==> src/rtl/i2s_tx_sequencer.sv <==
// I2S transmit sequencer: pops stereo words from the TX FIFO and serialises them
// MSB-first in Philips format, generating sck and ws from clk via a programmable prescaler.
//
// state | meaning
// IDLE  | outputs parked low, waiting for enable
// RUN   | prescaler running, frames shifted out on sck falling edges
module i2s_tx_sequencer #(
  parameter int SAMPLE_W = 16,
  parameter int DIV_W    = 8
) (
  input  logic                  clk,
  input  logic                  rst_n,
  input  logic                  enable,
  input  logic [DIV_W-1:0]      clk_div,
  input  logic [2*SAMPLE_W-1:0] fifo_data,
  input  logic                  fifo_valid,
  output logic                  fifo_ack,
  output logic                  sck,
  output logic                  ws,
  output logic                  sd,
  output logic                  busy,
  output logic                  underrun,
  input  logic                  underrun_clr
);

  localparam int FRAME_W = 2 * SAMPLE_W;
  localparam int BIT_W   = $clog2(FRAME_W);
  localparam logic [BIT_W-1:0] LAST_BIT = BIT_W'(FRAME_W - 1);
  localparam logic [BIT_W-1:0] WS_FIRST = BIT_W'(SAMPLE_W - 1);

  typedef enum logic {
    ST_IDLE,
    ST_RUN
  } state_t;

  state_t               state_q, state_nxt;
  logic [DIV_W-1:0]     div_q, div_nxt;
  logic                 sck_q, sck_nxt;
  logic                 ws_q, ws_nxt;
  logic                 sd_q, sd_nxt;
  logic [BIT_W-1:0]     bit_q, bit_nxt;
  logic [FRAME_W-1:0]   shift_q, shift_nxt;
  logic                 underrun_q, underrun_nxt;
  logic                 underrun_set;
  logic                 load_ack;
  logic                 div_hit;
  logic                 fall_tick;
  logic                 frame_end;

  // >= rather than == also recovers cleanly if clk_div shrinks below the running count
  assign div_hit   = (div_q >= clk_div);
  assign fall_tick = (state_q == ST_RUN) && div_hit && sck_q;
  assign frame_end = (bit_q == LAST_BIT);

  function automatic logic ws_for(input logic [BIT_W-1:0] b);
    return (b >= WS_FIRST) && (b != LAST_BIT);
  endfunction

  always_comb begin
    state_nxt    = state_q;
    div_nxt      = div_q;
    sck_nxt      = sck_q;
    ws_nxt       = ws_q;
    sd_nxt       = sd_q;
    bit_nxt      = bit_q;
    shift_nxt    = shift_q;
    underrun_set = 1'b0;
    load_ack     = 1'b0;

    case (state_q)
      ST_IDLE: begin
        div_nxt = '0;
        sck_nxt = 1'b0;
        ws_nxt  = 1'b0;
        sd_nxt  = 1'b0;
        bit_nxt = LAST_BIT;
        if (enable) begin
          state_nxt = ST_RUN;
        end
      end

      ST_RUN: begin
        if (div_hit) begin
          div_nxt = '0;
          sck_nxt = ~sck_q;
        end else begin
          div_nxt = div_q + 1'b1;
        end

        if (fall_tick) begin
          if (frame_end && !enable) begin
            state_nxt = ST_IDLE;
            bit_nxt   = LAST_BIT;
            ws_nxt    = 1'b0;
            sd_nxt    = 1'b0;
            shift_nxt = '0;
          end else begin
            bit_nxt = frame_end ? '0 : bit_q + 1'b1;
            if (frame_end) begin
              if (fifo_valid) begin
                shift_nxt = fifo_data;
                load_ack  = 1'b1;
              end else begin
                shift_nxt    = '0;
                underrun_set = 1'b1;
              end
            end else begin
              shift_nxt = {shift_q[FRAME_W-2:0], 1'b0};
            end
            sd_nxt = shift_nxt[FRAME_W-1];
            ws_nxt = ws_for(bit_nxt);
          end
        end
      end

      default: begin
        state_nxt = ST_IDLE;
      end
    endcase

    underrun_nxt = underrun_set | (underrun_q & ~underrun_clr);
  end

  always_ff @(posedge clk) begin
    if (!rst_n) begin
      state_q    <= ST_IDLE;
      div_q      <= '0;
      sck_q      <= 1'b0;
      ws_q       <= 1'b0;
      sd_q       <= 1'b0;
      bit_q      <= LAST_BIT;
      shift_q    <= '0;
      underrun_q <= 1'b0;
    end else begin
      state_q    <= state_nxt;
      div_q      <= div_nxt;
      sck_q      <= sck_nxt;
      ws_q       <= ws_nxt;
      sd_q       <= sd_nxt;
      bit_q      <= bit_nxt;
      shift_q    <= shift_nxt;
      underrun_q <= underrun_nxt;
    end
  end

  // Pop is combinational so the FIFO advances on the same edge that loads the shifter
  assign fifo_ack = load_ack & rst_n;
  assign sck      = sck_q;
  assign ws       = ws_q;
  assign sd       = sd_q;
  assign busy     = (state_q == ST_RUN);
  assign underrun = underrun_q;

endmodule

==> config.mk <==
export PLATFORM = sky130hd
export DESIGN_NAME = i2s_tx_sequencer
export DESIGN_NICKNAME = d
export VERILOG_FILES = /design/src/rtl/i2s_tx_sequencer.sv
export SDC_FILE = /design/constraint.sdc
export NUM_CORES = 1
export LEC_CHECK = 0
export ABC_AREA = 1
export CELL_PAD_IN_SITES_DETAIL_PLACEMENT = 1
export CELL_PAD_IN_SITES_GLOBAL_PLACEMENT = 2
export CORE_MARGIN = 1
export CORE_UTILIZATION = 28
export DETAILED_ROUTE_END_ITERATION = 12
export GPL_TIMING_DRIVEN = 0
export PLACE_DENSITY_LB_ADDON = 0.1
export SYNTH_ARGS = -nofsm -noshare
export SYNTH_HDL_FRONTEND = slang
export SYNTH_SLANG_ARGS = --single-unit
==> constraint.sdc <==
create_clock -name clk -period 2 [get_ports clk]
set_input_delay 0.4 -clock clk [delete_from_list [all_inputs] [get_ports clk]]
set_output_delay 0.4 -clock clk [all_outputs]
set_load 0.005 [all_outputs]
==> summary.txt <==
Synth
  – Synthesized area per cell: 6.61 um^2
  – Synthesized instance count: 393
  – Largest cells by area after synthesis: dfxtp_1, nand2_1, inv_1
  – Asr flop ratio synth: 0%
  – Count of synthesis-stage warnings from yosys: 0
  – Simple-gate share of the synthesized area: 28.3%
  – Post-synthesis cell area: 2600 um^2
  – Combinational family with the most area after synthesis: simple AND/OR/NAND/NOR gates
  – Synthesis-stage register bit count: 49
  – Adder-cell share of the synthesized area: 5.78%
  – Top-area cell type share of the netlist area: 37.8%
  – Number of nets in the synthesized netlist: 450
  – Post-synthesis sequential area ratio: 37.8%
  – Compound-gate portion of the synthesized area: 15.2%
  – Multiplexer share of the synthesized area: 0%
  – EDFF count, synth: 0
  – Share of the synthesized netlist area taken by xor and xnor gates: 1.01%
  – Count of distinct cell types in the synthesized netlist: 23
  – Top flip-flop cell by instance count after synthesis: dfxtp_1
  – Biggest area consumer among synthesized cells: dfxtp_1

Worst hold path
  – Tightest Hold Check Type: input pin to flop

Timing
  – Setup_tns: -0.195 ns
  – Ratio of final minimum period to clock period: 110%
  – Actual transition at the worst max-transition pin: 0.476 ns
  – Total of endpoints with negative setup slack in the final report: 1
  – Hold violation total from the final report: 0
  – Max-slew violation count: 0
  – Slew Limit Headroom: 68.3%
  – Achievable frequency: 456 MHz
  – Unrepaired setup endpoints after global routing: true
  – Clock tree skew after final layout: 0.00608 ns
  – Time the worst path needs with I/O delays and setup: 2.20 ns
  – Final worst setup slack: -0.195 ns

Clock tree
  – Root Buffer: clkbuf_8
  – Depth of the CTS H-tree: 2
  – Clock input transition at the sequential cells of the worst setup and hold paths: 0.09 ns
  – Clock Sinks: 49
  – Clock insertion delay at the later pin of the skew report: 0.30 ns
  – Max Root-Sink Buffers: 2
  – TritonCTS clock tree: built
  – TritonCTS Buffers: 5
  – Quantity of hold-fixing buffers added after cts: 0

Detailed routing
  – Detailed router's first-iteration violation count: 72
  – Total wire length: 7530 um
  – Detailed-route wire length per cell: 13.0 um
  – Post-detailed-route DRC marker count: 0
  – Via count: 2664
  – Vias per Instance: 4.59
  – First-pass detailed-route iteration total: 8
  – Residual antenna-violating net count after detailed routing: 0

GRT
  – Largest net degree at the start of global routing: 16
  – Global-route congestion overflow total: 0
  – Total routing resource utilization after global routing: 16.1%
  – Initial antenna violation count: 0
  – Via count of the first global-routing pass: 2692
  – Global-route wire length before repair: 12500 um

Layout
  – Leading cell type in the layout, fill and taps excluded: nand2_1
  – Commonest cells after routing, fill and taps aside: nand2_1, inv_1, dfxtp_1
  – Final core area utilization: 42.5%
  – Share of final-layout standard cells stronger than drive strength 1: 17.5%
  – Layout overhead on the synthesized area: 44.9%
  – Final layout net count: 529
  – Antenna diode count: 0
  – Fill cells: 1120

Power
  – Maximum ir drop on the vdd rail: 0.000258 V
  – Power consumption: 2320 uW
  – Cell area power density: 615 nW/um^2
  – Leakage power summed over all cells: 0.00156 uW

Setup path
  – Buf+Inv Stages, Crit Path: 2
  – Critical path startpoint category: flop
  – Crit path top cell by count: nand2_1
  – Maximum fanout along the worst path: 2
  – Worst setup path class: flop to output port
  – Cell type of the slowest stage on the worst timing path: dfxtp_4
  – Critical Path Sink Type: output port
  – Cells along the critical path: ha_4, nand2_4, nor2_4, nor2_1, nand2_1, nand2_1, nand2_2, nand3_4, buf_8, nor3_4, buf_2
  – Kind of cell adding the most delay to the critical path: simple AND/OR/NAND/NOR gates
  – Req. time, crit path: 1.60 ns
  – Arrival time at the worst endpoint: 1.80 ns
  – Maximum single-stage delay on the critical path: 0.36 ns

Flow run
  – Maximum capacitance violations: 0

Die
  – Number of top-level pins: 51
  – Total Die Area: 9670 um^2
  – Initial Utilization: 29.4%
  – Die height: 98.3 um
  – Die span in x: 98.3 um
  – Standard-cell rows: 34
  – Placeable core area: 8850 um^2

Place
  – Estimated wirelength of the detail-placed design: 5240 um
  – Post-Place Worst Slack: -1.14 ns
  – Placer Congestion: 0.761
  – Number of buffers added on ports: 49

Status
  – Failing checks: negative setup slack
  – Outcome: finished with violations
sequential cells by signal, summed over array words and instances (netlist names):
name	count
bit_q	5
busy	1
div_q	8
sck	1
sd	1
shift_q	31
underrun	1
ws	1
metal layers:
metal / global-route usage [%] / wire, um
met1: 20.1 / 3590
met3: 2.72 / 186
met4: 4.02 / 62
met5: 0 / 0
met2: 28.8 / 3690
synth_stat cells, types with 2 or more instances:
library cell  number
ha_1              12
a21oi_1           39
clkbuf_1          10
dfxtp_1           49
inv_1             55
buf_6              3
clkinv_1           2
buf_2              5
nor3b_1            2
nor2_1            18
nor3_1             4
xor2_1             2
nand4_1            2
nand2_1          127
nand3_1           19
o21ai_0           37
final cells by class:
| cell class | instances | area (um^2) | area share (%) |
|---|---|---|---|
| clock buffer | 5 | 68.8 | 1.83 |
| timing repair buffer | 72 | 653 | 17.3 |
| inverter | 57 | 218 | 5.78 |
| clock inverter | 3 | 65.1 | 1.73 |
| buffer | 18 | 128 | 3.39 |
| sequential | 49 | 1000 | 26.6 |
| tap | 108 | 135 | 3.59 |
| multi-input combinational | 269 | 1500 | 39.7 |
kinds of logic (layout without fill, tap and decap cells):
kind of cell | Yosys count | after routing
AOI/OAI and AO/OA | 78 | 78
buffers and inverters | 75 | 155
and+or+nand+nor | 176 | 176
adders and majority gates | 12 | 12
DFF | 49 | 49
xor gates and xnor gates | 3 | 3
report_power, final:
part	total, uW	switching (uW)	internal (uW)
Combinational	468	239	228
Clock	848	351	497
Sequential	1000	17.2	983
stage by stage:
step,instance area [um^2],cells,hold slack [ns]
global placement,3220,550,0.453
floorplan,2600,393,0.441
detailed placement,3220,550,0.456
CTS,3500,563,0.371
finish,3760,581,0.382
global route,3760,581,0.374
repair_timing:
action / CTS / global route
endpoints found under the hold margin: 0 / 0
pin swaps: 19 / 19
setup buffers: 5 / 17
setup endpoints to repair: 43 / 42
gates cloned: 0 / 1
gates resized for setup: 44 / 38
worst register-to-register path: cells and delay by family, from the launching register on:
| kind | cells | cell delay [ns] |
|---|---|---|
| AO/OA/AOI/OAI | 2 | 0.13 |
| adder cells (fa/ha/maj) | 2 | 0.33 |
| AND/OR/NAND/NOR | 4 | 0.33 |
| buffers and inverters | 4 | 0.59 |
| flip-flops | 1 | 0.38 |
worst paths after layout:
kind,to,cells after the start,slack (ns),start
max,fifo_ack,11,-0.20,div_q[3]$_SDFF_PP0_
min,bit_q[1]$_SDFFE_PN1P_,2,0.38,rst_n
max reg2reg,shift_q[30]$_SDFFE_PN0P_,12,0.12,bit_q[0]$_SDFFE_PN1P_
min reg2reg,underrun$_SDFF_PN0_,2,0.47,underrun$_SDFF_PN0_
(Power assumes the default switching activity.)
